## src/rtl/led7seg_scan_if.sv

```systemverilog
// Display bus between the countdown controller and the 7-segment scanner.
// Combinational bundle of signals with no latency of its own.
// No backpressure: loads are fire-and-forget strobes, and display pins are free-running.
interface led7seg_scan_if #(
    parameter int N_DIGITS = 4
);
    logic                    enable;
    logic                    load;
    logic [4*N_DIGITS-1:0]   bcd_in;
    logic [N_DIGITS-1:0]     dp_in;
    logic [6:0]              seg;
    logic                    dp;
    logic [N_DIGITS-1:0]     dig_sel;
    logic                    frame_tick;

    // Controller side: supplies codes and strobes, and watches the pins and the frame tick.
    modport master (
        output enable, load, bcd_in, dp_in,
        input  seg, dp, dig_sel, frame_tick
    );

    // Display driver side.
    modport slave (
        input  enable, load, bcd_in, dp_in,
        output seg, dp, dig_sel, frame_tick
    );
endinterface

```

## src/rtl/led7seg_scan.sv

```systemverilog
// Time-multiplexed common-anode 7-segment scanner with blanking, LZ suppression and double buffer.
// Pins are registered from the scan position, display buffer and enable: 1 clk latency.
// No backpressure: a load is always accepted into the pending buffer and shown from the next frame.
module led7seg_scan #(
    parameter int N_DIGITS    = 4,
    parameter int SCAN_DIV    = 50000,
    parameter int BLANK_CYC   = 500,
    parameter bit HEX_MODE    = 1'b0,
    parameter bit LZ_SUPPRESS = 1'b1,
    parameter bit DIG_ACT_LOW = 1'b1
) (
    input  logic             i_clk,
    input  logic             i_rst_n,
    led7seg_scan_if.slave    bus
);
    localparam int CNT_W = $clog2(SCAN_DIV);
    localparam int IDX_W = (N_DIGITS > 1) ? $clog2(N_DIGITS) : 1;
    localparam logic [CNT_W-1:0]    CNT_LAST = CNT_W'(SCAN_DIV - 1);
    localparam logic [CNT_W-1:0]    BLANK_V  = CNT_W'(BLANK_CYC);
    localparam logic [IDX_W-1:0]    IDX_LAST = IDX_W'(N_DIGITS - 1);
    localparam logic [N_DIGITS-1:0] DIG_OFF  = DIG_ACT_LOW ? {N_DIGITS{1'b1}} : {N_DIGITS{1'b0}};
    localparam logic [6:0]          SEG_OFF  = 7'h7F;

    logic [CNT_W-1:0]        r_cnt;
    logic [IDX_W-1:0]        r_idx;
    logic [4*N_DIGITS-1:0]   r_disp_bcd;
    logic [N_DIGITS-1:0]     r_disp_dp;
    logic [4*N_DIGITS-1:0]   r_pend_bcd;
    logic [N_DIGITS-1:0]     r_pend_dp;
    logic                    r_pend_vld;
    logic [6:0]              r_seg;
    logic                    r_dp;
    logic [N_DIGITS-1:0]     r_dig;
    logic                    r_tick;

    logic                    w_cnt_last;
    logic                    w_wrap;
    logic                    w_on;
    logic [3:0]              w_codes [N_DIGITS];
    logic [N_DIGITS-1:0]     w_lz_blank;
    logic [N_DIGITS-1:0]     w_onehot;
    logic [6:0]              w_seg;

    // Active-low glyph for one 4-bit code; codes above 9 depend on HEX_MODE.
    function automatic logic [6:0] f_decode(input logic [3:0] code);
        logic [6:0] s;
        case (code)
            4'd0:    s = 7'b100_0000;
            4'd1:    s = 7'b111_1001;
            4'd2:    s = 7'b010_0100;
            4'd3:    s = 7'b011_0000;
            4'd4:    s = 7'b001_1001;
            4'd5:    s = 7'b001_0010;
            4'd6:    s = 7'b000_0010;
            4'd7:    s = 7'b111_1000;
            4'd8:    s = 7'b000_0000;
            4'd9:    s = 7'b001_0000;
            4'd10:   s = HEX_MODE ? 7'b000_1000 : SEG_OFF;
            4'd11:   s = HEX_MODE ? 7'b000_0011 : SEG_OFF;
            4'd12:   s = HEX_MODE ? 7'b100_0110 : SEG_OFF;
            4'd13:   s = HEX_MODE ? 7'b010_0001 : SEG_OFF;
            4'd14:   s = HEX_MODE ? 7'b000_0110 : SEG_OFF;
            default: s = HEX_MODE ? 7'b000_1110 : SEG_OFF;
        endcase
        return s;
    endfunction

    assign w_cnt_last = (r_cnt == CNT_LAST);
    assign w_wrap     = w_cnt_last && (r_idx == IDX_LAST);
    assign w_on       = bus.enable && (r_cnt >= BLANK_V);

    genvar g;
    for (g = 0; g < N_DIGITS; g++) begin : g_codes
        assign w_codes[g] = r_disp_bcd[4*g +: 4];
    end

    // Walk from the most significant digit down, blanking zeros until the first non-zero digit.
    always_comb begin
        logic v_zero_above;
        v_zero_above = 1'b1;
        w_lz_blank   = '0;
        for (int k = N_DIGITS - 1; k >= 0; k--) begin
            v_zero_above  = v_zero_above && (w_codes[k] == 4'd0);
            w_lz_blank[k] = LZ_SUPPRESS && (k != 0) && v_zero_above;
        end
    end

    // One-hot select of the digit currently being scanned.
    always_comb begin
        w_onehot        = '0;
        w_onehot[r_idx] = 1'b1;
    end

    assign w_seg = w_lz_blank[r_idx] ? SEG_OFF : f_decode(w_codes[r_idx]);

    // Slot prescaler and digit index; the index wraps to digit 0 after the last slot.
    always_ff @(posedge i_clk or negedge i_rst_n) begin
        if (!i_rst_n) begin
            r_cnt <= '0;
            r_idx <= '0;
        end else if (w_cnt_last) begin
            r_cnt <= '0;
            r_idx <= (r_idx == IDX_LAST) ? '0 : r_idx + IDX_W'(1);
        end else begin
            r_cnt <= r_cnt + CNT_W'(1);
        end
    end

    // Double buffer: loads land in pending; display only changes on the frame wrap edge.
    // A load on the wrap edge itself is held in pending and appears one frame later.
    always_ff @(posedge i_clk or negedge i_rst_n) begin
        if (!i_rst_n) begin
            r_pend_bcd <= '0;
            r_pend_dp  <= '0;
            r_pend_vld <= 1'b0;
            r_disp_bcd <= '0;
            r_disp_dp  <= '0;
        end else begin
            if (w_wrap && r_pend_vld) begin
                r_disp_bcd <= r_pend_bcd;
                r_disp_dp  <= r_pend_dp;
            end
            if (bus.load) begin
                r_pend_bcd <= bus.bcd_in;
                r_pend_dp  <= bus.dp_in;
                r_pend_vld <= 1'b1;
            end else if (w_wrap) begin
                r_pend_vld <= 1'b0;
            end
        end
    end

    // Registered pins: dark during the anti-ghost window or when disabled; frame tick on wrap.
    always_ff @(posedge i_clk or negedge i_rst_n) begin
        if (!i_rst_n) begin
            r_seg  <= SEG_OFF;
            r_dp   <= 1'b1;
            r_dig  <= DIG_OFF;
            r_tick <= 1'b0;
        end else begin
            r_tick <= w_wrap;
            if (w_on) begin
                r_seg <= w_seg;
                r_dp  <= ~r_disp_dp[r_idx];
                r_dig <= DIG_ACT_LOW ? ~w_onehot : w_onehot;
            end else begin
                r_seg <= SEG_OFF;
                r_dp  <= 1'b1;
                r_dig <= DIG_OFF;
            end
        end
    end

    assign bus.seg        = r_seg;
    assign bus.dp         = r_dp;
    assign bus.dig_sel    = r_dig;
    assign bus.frame_tick = r_tick;
endmodule

```

## src/flat_wrapper.sv

```systemverilog
// flat-port wrapper written by rule: the top's interface ports become plain ports
module led7seg_scan_flat 
#(
    parameter int N_DIGITS    = 4,
    parameter int SCAN_DIV    = 50000,
    parameter int BLANK_CYC   = 500,
    parameter bit HEX_MODE    = 1'b0,
    parameter bit LZ_SUPPRESS = 1'b1,
    parameter bit DIG_ACT_LOW = 1'b1
)
  (i_clk, i_rst_n, bus_enable, bus_load, bus_bcd_in, bus_dp_in, bus_seg, bus_dp, bus_dig_sel, bus_frame_tick);
  led7seg_scan_if #(.N_DIGITS(N_DIGITS)) bus_i ();
  input  logic i_clk;
  input  logic i_rst_n;
  input wire logic [$bits(bus_i.enable)-1:0] bus_enable;
  input wire logic [$bits(bus_i.load)-1:0] bus_load;
  input wire logic [$bits(bus_i.bcd_in)-1:0] bus_bcd_in;
  input wire logic [$bits(bus_i.dp_in)-1:0] bus_dp_in;
  output wire logic [$bits(bus_i.seg)-1:0] bus_seg;
  output wire logic [$bits(bus_i.dp)-1:0] bus_dp;
  output wire logic [$bits(bus_i.dig_sel)-1:0] bus_dig_sel;
  output wire logic [$bits(bus_i.frame_tick)-1:0] bus_frame_tick;
  assign bus_i.enable = bus_enable;
  assign bus_i.load = bus_load;
  assign bus_i.bcd_in = bus_bcd_in;
  assign bus_i.dp_in = bus_dp_in;
  assign bus_seg = bus_i.seg;
  assign bus_dp = bus_i.dp;
  assign bus_dig_sel = bus_i.dig_sel;
  assign bus_frame_tick = bus_i.frame_tick;
  led7seg_scan #(.N_DIGITS(N_DIGITS), .SCAN_DIV(SCAN_DIV), .BLANK_CYC(BLANK_CYC), .HEX_MODE(HEX_MODE), .LZ_SUPPRESS(LZ_SUPPRESS), .DIG_ACT_LOW(DIG_ACT_LOW)) u_core (.i_clk(i_clk), .i_rst_n(i_rst_n), .bus(bus_i));
endmodule
```

## config.mk

```make
export PLATFORM = sky130hd
export DESIGN_NAME = led7seg_scan_flat
export DESIGN_NICKNAME = d
export VERILOG_FILES = /design/src/rtl/led7seg_scan_if.sv /design/src/rtl/led7seg_scan.sv /design/src/flat_wrapper.sv
export SDC_FILE = /design/constraint.sdc
export NUM_CORES = 1
export LEC_CHECK = 0
export CELL_PAD_IN_SITES_DETAIL_PLACEMENT = 1
export CELL_PAD_IN_SITES_GLOBAL_PLACEMENT = 2
export CORE_MARGIN = 1.5
export CORE_UTILIZATION = 28
export CTS_BUF_LIST = sky130_fd_sc_hd__clkbuf_8
export DETAILED_ROUTE_END_ITERATION = 10
export HOLD_SLACK_MARGIN = 0.15
export PLACE_DENSITY = 0.57
export SLEW_MARGIN = 20
export SYNTH_ARGS = -nofsm -noshare
export SYNTH_HDL_FRONTEND = slang
export SYNTH_SLANG_ARGS = --single-unit
```

## constraint.sdc

```tcl
create_clock -name i_clk -period 2.35 [get_ports i_clk]
set_input_delay 0.705 -clock i_clk [delete_from_list [all_inputs] [get_ports i_clk]]
set_output_delay 0.705 -clock i_clk [all_outputs]
set_load 0.01 [all_outputs]
```

==> results of run 1 <==
-- stage by stage --
step	utilization [%]	instance area, um^2	hold slack [ns]	worst slack [ns]	instances
3_5_place_dp	34.2	3760	0.458	0.178	419
5_1_grt	36.1	3970	0.390	0.0887	435
6_report	36.1	3970	0.351	0.199	435
3_3_place_gp	34.2	3760	0.457	0.207	419
4_1_cts	36.1	3970	0.382	0.178	435
2_1_floorplan	-	3190	0.409	0.214	243
-- per-layer routing --
metal | wire, um | vias to the layer above | track usage (%)
met5 | 0 | - | 0
met4 | 110 | 0 | 5.01
met3 | 202 | 10 | 3.20
met2 | 2850 | 31 | 18.4
met1 | 3060 | 1003 | 15.8
li1 | - | 950 | -
-- where the power goes --
part,switching (mW),internal [mW]
Sequential,0.0185,1.27
Combinational,0.0437,0.0683
Clock,0.501,0.533
-- cells by family (layout without fill, tap and decap cells) --
family	count (synthesis)	in the layout	share of synthesized area, %
compound gates	23	23	4.11
simple gates	59	59	10.3
buf+inv	19	71	2.74
flops	72	72	56.9
xor+xnor	11	11	3.02
mux	48	48	18.6
fa+ha+maj	11	11	4.31
-- how the worst max path moves through the flow --
stage                                                   to  slack (ns)  cells past startpoint
after global placement    u_core.r_disp_bcd[2]$_DFFE_PN0P_        0.21                      5
after detailed placement  u_core.r_disp_bcd[0]$_DFFE_PN0P_        0.18                      5
after CTS                 u_core.r_disp_bcd[4]$_DFFE_PN0P_        0.18                      5
after floorplan           u_core.r_disp_bcd[0]$_DFFE_PN0P_        0.21                      5
after global routing       u_core.r_disp_dp[2]$_DFFE_PN0P_        0.09                      5
final                     u_core.r_disp_bcd[0]$_DFFE_PN0P_        0.20                      5
-- final cells by class --
| class | instances | share of cell area, % |
|---|---|---|
| tap | 140 | 4.41 |
| clock inverter | 6 | 1.83 |
| multi-input combinational | 152 | 32.5 |
| inverter | 12 | 1.13 |
| sequential | 72 | 45.8 |
| timing repair buffer | 43 | 10.9 |
| clock buffer | 10 | 3.47 |
-- registers in the layout, indices dropped and copies added (netlist names) --
signal / flops
u_core.r_cnt: 16
u_core.r_disp_bcd: 16
u_core.r_pend_bcd: 16
u_core.bus.seg: 7
u_core.bus.dig_sel: 4
u_core.r_disp_dp: 4
u_core.r_pend_dp: 4
u_core.r_idx: 2
u_core.bus.dp: 1
u_core.bus.frame_tick: 1
u_core.r_pend_vld: 1
-- cells in the final DEF, fill, tap and decap left out, drive strengths merged, types with 2 or more instances in the layout --
cell type	instances
clkbuf	10
mux2i	2
nand3	4
o21ai	11
nor3	3
xor2	5
clkdlybuf4s50	35
dfstp	12
and4	2
nand4	4
a211oi	2
nand2	12
nand2b	2
xnor2	6
ha	11
nor2	14
buf	8
inv	15
or4	2
dfrtp	60
nor2b	2
mux2	41
and3	5
nor4	4
mux4	5
a21oi	6
-- critical path: stages, from the launching register on --
cell and delay (ns):
dfrtp_1 0.43, or4_4 0.58, nor4_4 0.29, and3_2 0.24
buf_12 0.17, mux2_1 0.33
==> impl_metrics.py, run 1 <==
metrics = {
    "clock_network": {
        "clk_latency_ns": 0.34,
        "cts_hold_buf": 0,
        "clk_path_buf_depth": 2,
        "cts.sinks": 72,
        "cts_inserted_buffers": 9,
        "cts_resized": 0,
        "clkTransAtPathRegs_ns": 0.08,
        "htreeDepth": 3,
        "root_buffer": "clkbuf_8",
        "cts_tree": "done",
        "postCtsSetupBuffers": 0,
    },
    "global_route": {
        "grt_use_total_pct": 11.9,
        "grt_pass1_vias": 2104,
        "grt_start_max_net_pins": 73,
        "gr-total-overflow": 0,
        "antenna_found_initial": 0,
        "grt_pass1_wl_um": 10800,
    },
    "timing": {
        "slew_headroom_pct": 62.8,
        "worst_pin_slew_ns": 0.553,
        "max_freq_mhz": 465,
        "finalHoldViolCount": 0,
        "rsz0062_at_grt": "false",
        "setup_total_negative_slack_ns": 0,
        "skew_ns": 0.0115,
        "slew_viol_final": 0,
        "period_minus_slack_ns": 2.15,
        "setup_violations": 0,
        "fin_crit_sh_pct": 91.5,
    },
    "routing": {
        "via_per_inst": 4.58,
        "wirelength_um": 6230,
        "postRouteAntennaNets": 0,
        "wire_per_inst_um": 14.3,
        "drt-pass1-iter-count": 3,
        "drc": 0,
        "drt_iter0_drc": 25,
        "num_vias": 1994,
    },
    "floorplan": {
        "die_width_um": 110,
        "initial_core_util_pct": 29.1,
        "placementRows": 38,
        "coreArea_um2": 11000,
        "die_height_um": 110,
        "die_area_um2": 12100,
        "pin_count": 37,
    },
    "yosys": {
        "syn-num-nets": 278,
        "ys_warn_count": 0,
        "yosys.area.top_type": "dfrtp_1",
        "synth-async-reset-ratio_pct": 100,
        "synth_most_common_cell": "dfrtp_1",
        "ys.flop_type": "dfrtp_1",
        "synthTopCellsByArea": "dfrtp_1 47%, dfstp_2 9.9%, mux2_2 7.4%, mux2_1 7.1%, ha_1 4.3%",
        "synth_top_area_share_pct": 47.0,
        "syn_inst": 243,
        "synth_area_um2": 3190,
        "syn_area_per_cell_um2": 13.1,
        "synth_cell_types": 39,
        "synth-seq-area-share_pct": 56.9,
        "synth_common_cells": "60 x dfrtp_1, 21 x mux2_2, 20 x mux2_1",
        "ys_seq_elements": 72,
        "synth_edf_count": 0,
    },
    "critical_path": {
        "critPathMaxFanout": 20,
        "rrSetupSlack_ns": 0.20,
        "r2r_start": "u_core.r_cnt[10]$_DFF_PN0_",
        "worstPathArrival_ns": 2.38,
        "worst-r2r-cell-count": 5,
        "r2r-end": "u_core.r_disp_bcd[0]$_DFFE_PN0P_",
        "critPathLaunch": "u_core.r_cnt[10]$_DFF_PN0_",
        "required_ns": 2.58,
        "startpoint_type": "register",
        "cp-end-kind": "register",
        "crit_type": "reg2reg",
    },
    "power": {
        "p_leak_nw": 1.74,
        "total_power_mw": 2.44,
        "power_density_nw_per_um2": 614,
        "vdd_drop_max_mv": 0.257,
    },
    "placed_design": {
        "routabilityCongestion": 0.685,
        "dp_hpwl_um": 4390,
        "placement.io_buffers": 36,
    },
    "finish": {
        "drive_above_1_share_pct": 22.4,
        "fillers": 1172,
        "multi_input_area_um2": 1290,
        "regArea_um2": 1820,
        "area_growth_pct": 24.3,
        "final_nets": 325,
        "diodes": 0,
    },
    "outcome": {
        "outcome": "complete, no violations",
    },
    "worst_hold_path": {
        "hp-class": "in2async",
    },
    "run": {
        "maxCapViolations": 0,
    },
}
Note: power is estimated with default switching activity, not from simulation.
==> inputs of run 2 (changes only) <==
- MAX_ROUTING_LAYER: default -> met4
- TNS_END_PERCENT: default -> 20
==> impl_metrics.py, run 2 (synthesized netlist as in run 1, its figures left out) <==
metrics = {
    "outcome": {
        "outcome": "complete, no violations",
    },
    "clock_network": {
        "root_buffer": "clkbuf_8",
        "cts_hold_buf": 0,
        "cts_resized": 0,
        "postCtsSetupBuffers": 0,
        "htreeDepth": 3,
        "cts_tree": "done",
        "clk_latency_ns": 0.34,
        "clkTransAtPathRegs_ns": 0.08,
        "cts_inserted_buffers": 9,
        "clk_path_buf_depth": 2,
        "cts.sinks": 72,
    },
    "global_route": {
        "grt_pass1_vias": 2106,
        "grt_pass1_wl_um": 10800,
        "grt_start_max_net_pins": 73,
        "gr-total-overflow": 0,
        "antenna_found_initial": 0,
        "grt_use_total_pct": 12.3,
    },
    "routing": {
        "drc": 0,
        "postRouteAntennaNets": 0,
        "drt-pass1-iter-count": 3,
        "via_per_inst": 4.60,
        "drt_iter0_drc": 43,
        "wirelength_um": 6250,
        "num_vias": 1999,
        "wire_per_inst_um": 14.4,
    },
    "placed_design": {
        "pre_cts_ws_ns": 0.178,
        "dp_hpwl_um": 4390,
        "placement.io_buffers": 36,
        "dp.cells": 419,
        "routabilityCongestion": 0.692,
    },
    "power": {
        "power_density_nw_per_um2": 614,
        "vdd_drop_max_mv": 0.257,
        "total_power_mw": 2.44,
        "p_leak_nw": 1.74,
    },
    "critical_path": {
        "r2r_start": "u_core.r_cnt[10]$_DFF_PN0_",
        "startpoint_type": "register",
        "worstPathArrival_ns": 2.38,
        "critPathCapture": "u_core.r_disp_bcd[0]$_DFFE_PN0P_",
        "crit_type": "reg2reg",
        "critPathMaxFanout": 20,
        "rrSetupSlack_ns": 0.20,
        "required_ns": 2.58,
        "critPathLaunch": "u_core.r_cnt[10]$_DFF_PN0_",
        "r2r-end": "u_core.r_disp_bcd[0]$_DFFE_PN0P_",
        "cp-end-kind": "register",
        "worst-r2r-cell-count": 5,
    },
    "finish": {
        "final_common_cell": "dfrtp_1",
        "diodes": 0,
        "drive_above_1_share_pct": 22.4,
        "fillers": 1172,
        "layout_common_cells": "60 x dfrtp_1, 35 x clkdlybuf4s50_1, 21 x mux2_2, 20 x mux2_1, 14 x nor2_1",
        "layout.cells.non_filler": 435,
        "reg.largest.list": "u_core.r_cnt (16), u_core.r_disp_bcd (16), u_core.r_pend_bcd (16)",
        "area_growth_pct": 24.3,
        "post-route-util_pct": 36.1,
        "final_nets": 325,
    },
    "floorplan": {
        "die_height_um": 110,
        "die_width_um": 110,
        "die_area_um2": 12100,
        "pin_count": 37,
        "initial_core_util_pct": 29.1,
        "coreArea_um2": 11000,
        "placementRows": 38,
    },
    "timing": {
        "fin_crit_sh_pct": 91.5,
        "period_minus_slack_ns": 2.15,
        "setup_total_negative_slack_ns": 0,
        "worst_pin_slew_ns": 0.553,
        "max_freq_mhz": 465,
        "setup_slack_ns": 0.199,
        "skew_ns": 0.0119,
        "setup_violations": 0,
        "slew_headroom_pct": 62.8,
        "rsz0062_at_grt": "false",
        "finalHoldViolCount": 0,
        "slew_viol_final": 0,
    },
    "run": {
        "maxCapViolations": 0,
    },
    "worst_hold_path": {
        "hp-class": "in2async",
    },
}
[run 2: cell counts in the layout (fill, tap and decap cells not counted)]
Identical to the previous run, type by type.
[run 2: worst max-delay path, stage by stage, from the launching register on]
cell and delay [ns]:
dfrtp_1 0.43, or4_4 0.58, nor4_4 0.29, and3_2 0.24, buf_12 0.17, mux2_1 0.33
[run 2: final cells by class]
type                            instances  area, um^2  share of cell area (%)
Clock buffer                           10         138                    3.47
Clock inverter                          6        72.6                    1.83
Inverter                               12        45.0                    1.13
Multi-Input combinational cell        152        1290                    32.5
Sequential cell                        72        1820                    45.8
Tap cell                              140         175                    4.41
Timing Repair Buffer                   43         433                    10.9
[run 2: worst min path at each step]
stage,end,from,depth (start not counted),slack (ns)
2_1_floorplan,u_core.bus.frame_tick$_DFF_PN0_,i_rst_n,0,0.41
3_3_place_gp,u_core.r_pend_vld$_DFFE_PN0P_,u_core.r_pend_vld$_DFFE_PN0P_,1,0.46
3_5_place_dp,u_core.r_pend_vld$_DFFE_PN0P_,u_core.r_pend_vld$_DFFE_PN0P_,1,0.46
4_1_cts,u_core.r_cnt[6]$_DFF_PN0_,i_rst_n,2,0.38
5_1_grt,u_core.bus.frame_tick$_DFF_PN0_,i_rst_n,2,0.38
6_report,u_core.r_cnt[6]$_DFF_PN0_,i_rst_n,2,0.36
[run 2: layer usage]
layer	GRT usage [%]	routed length, um	vias up
met1	16.0	3080	1009
met3	3.20	202	10
met4	5.01	110	0
li1	-	-	949
met5	-	0	-
met2	18.2	2850	31
[run 2: through the flow]
| stage | hold slack [ns] | cell area (um^2) |
|---|---|---|
| 2_1_floorplan | 0.409 | 3190 |
| 3_3_place_gp | 0.457 | 3760 |
| 3_5_place_dp | 0.458 | 3760 |
| 4_1_cts | 0.382 | 3970 |
| 5_1_grt | 0.381 | 3970 |
| 6_report | 0.357 | 3970 |
[run 2: power by group]
group / internal [mW] / switching, mW
combinational: 0.0683 / 0.0438
clock: 0.533 / 0.501
sequential: 1.27 / 0.0185
total: 1.87 / 0.563
==> inputs of run 3 (changes only) <==
- REMOVE_ABC_BUFFERS: default -> 1
==> impl_metrics.py, run 3 (synthesized netlist as in run 1, its figures left out) <==
metrics = {
    "power": {
        "power_density_nw_per_um2": 652,
        "p_leak_nw": 1.76,
        "vdd_drop_max_mv": 0.251,
        "total_power_mw": 2.61,
    },
    "finish": {
        "fillers": 1187,
        "reg.largest.list": "u_core.r_cnt (16), u_core.r_disp_bcd (16), u_core.r_pend_bcd (16)",
        "area_growth_pct": 25.2,
        "drive_above_1_share_pct": 22.3,
        "final_nets": 326,
        "final_common_cell": "dfrtp_1",
        "multi_input_area_um2": 1290,
        "post-route-util_pct": 36.4,
        "layout_common_cells": "60 x dfrtp_1, 35 x clkdlybuf4s50_1, 21 x mux2_2, 20 x mux2_1, 14 x nor2_1",
        "regArea_um2": 1820,
        "diodes": 0,
    },
    "clock_network": {
        "clk_latency_ns": 0.34,
        "root_buffer": "clkbuf_8",
        "clkTransAtPathRegs_ns": 0.08,
        "clk_path_buf_depth": 2,
        "cts_hold_buf": 0,
        "cts_resized": 0,
        "htreeDepth": 3,
        "postCtsSetupBuffers": 0,
        "cts.sinks": 72,
        "cts_tree": "done",
        "cts_inserted_buffers": 9,
    },
    "timing": {
        "hold_ws_ns": 0.356,
        "setup_violations": 0,
        "skew_ns": 0.0101,
        "period_minus_slack_ns": 2.20,
        "fin_crit_sh_pct": 93.6,
        "worst_pin_slew_ns": 0.627,
        "slew_headroom_pct": 57.9,
        "setup_total_negative_slack_ns": 0,
        "slew_viol_final": 0,
        "setup_slack_ns": 0.150,
        "rsz0062_at_grt": "false",
        "finalHoldViolCount": 0,
        "max_freq_mhz": 455,
    },
    "floorplan": {
        "placementRows": 38,
        "initial_core_util_pct": 29.1,
        "pin_count": 37,
        "die_height_um": 110,
        "die_area_um2": 12100,
        "coreArea_um2": 11000,
        "die_width_um": 110,
    },
    "routing": {
        "dr_wl_met3_um": 204,
        "via_per_inst": 4.60,
        "wirelength_um": 6480,
        "drt_iter0_drc": 43,
        "num_vias": 2005,
        "postRouteAntennaNets": 0,
        "dr.max_layer_used": "met4",
        "met2_wirelength_um": 2910,
        "drc": 0,
        "met1_length_um": 3280,
        "wire_per_inst_um": 14.9,
        "drt-pass1-iter-count": 4,
    },
    "run": {
        "maxCapViolations": 0,
    },
    "critical_path": {
        "worstPathArrival_ns": 2.42,
        "startpoint_type": "register",
        "crit_type": "reg2reg",
        "cp-end-kind": "register",
        "r2r_start": "u_core.r_cnt[10]$_DFF_PN0_",
        "worst-r2r-cell-count": 5,
        "rrSetupSlack_ns": 0.15,
        "r2r-end": "u_core.r_disp_bcd[8]$_DFFE_PN0P_",
        "required_ns": 2.57,
        "critPathMaxFanout": 6,
    },
    "global_route": {
        "grt_pass1_vias": 2131,
        "antenna_found_initial": 0,
        "grt_start_max_net_pins": 49,
        "grt_use_total_pct": 12.8,
        "gr-total-overflow": 0,
        "grt_pass1_wl_um": 11100,
    },
    "placed_design": {
        "dp_hpwl_um": 4530,
        "pre_cts_ws_ns": 0.162,
        "routabilityCongestion": 0.741,
        "placement.io_buffers": 36,
    },
    "worst_hold_path": {
        "hp-class": "in2async",
    },
    "outcome": {
        "outcome": "complete, no violations",
    },
}
## run 3: how the worst max path moves through the flow
| stage | from | endpoint | slack [ns] | depth (start not counted) |
|---|---|---|---|---|
| after detailed placement | u_core.r_cnt[10]$_DFF_PN0_ | u_core.r_disp_bcd[8]$_DFFE_PN0P_ | 0.16 | 5 |
| after floorplan | u_core.r_cnt[10]$_DFF_PN0_ | u_core.r_disp_bcd[0]$_DFFE_PN0P_ | -0.13 | 4 |
| final | u_core.r_cnt[10]$_DFF_PN0_ | u_core.r_disp_bcd[8]$_DFFE_PN0P_ | 0.15 | 5 |
| after global placement | u_core.r_cnt[10]$_DFF_PN0_ | u_core.r_disp_bcd[0]$_DFFE_PN0P_ | 0.19 | 5 |
| after global routing | u_core.r_cnt[10]$_DFF_PN0_ | u_core.r_disp_bcd[8]$_DFFE_PN0P_ | 0.08 | 5 |
| after CTS | u_core.r_cnt[10]$_DFF_PN0_ | u_core.r_disp_bcd[8]$_DFFE_PN0P_ | 0.15 | 5 |
## run 3: layer usage
| layer | global-route usage (%) | up-vias |
|---|---|---|
| li1 | - | 951 |
| met1 | 17.3 | 1010 |
| met2 | 18.2 | 38 |
| met3 | 2.90 | 6 |
| met4 | 5.57 | 0 |
| met5 | - | - |
## run 3: area by class of cell
type	count	share of cell area [%]
sequential	72	45.4
multi-input combinational	152	32.2
timing repair buffer	44	10.7
tap	140	4.38
clock buffer	10	3.44
clock inverter	6	2.69
inverter	12	1.13
## run 3: power breakdown
group | internal (mW) | switching, mW | leakage (nW)
Sequential | 1.27 | 0.0196 | 0.900
Clock | 0.731 | 0.473 | 0.128
Combinational | 0.0669 | 0.0429 | 0.736
Total | 2.07 | 0.535 | 1.76
## run 3: critical path, cell delays in order (launching register included)
cell and delay [ns]:
dfrtp_1 0.44, or4_4 0.58, nor4_4 0.31, and3_2 0.26, buf_4 0.17, mux2_1 0.33
## run 3: through the flow
| stage | instance area (um^2) | instances |
|---|---|---|
| 6_report | 4000 | 436 |
| 5_1_grt | 4000 | 436 |
| 4_1_cts | 4000 | 436 |
| 3_5_place_dp | 3750 | 420 |
| 3_3_place_gp | 3750 | 420 |
| 2_1_floorplan | 3150 | 236 |
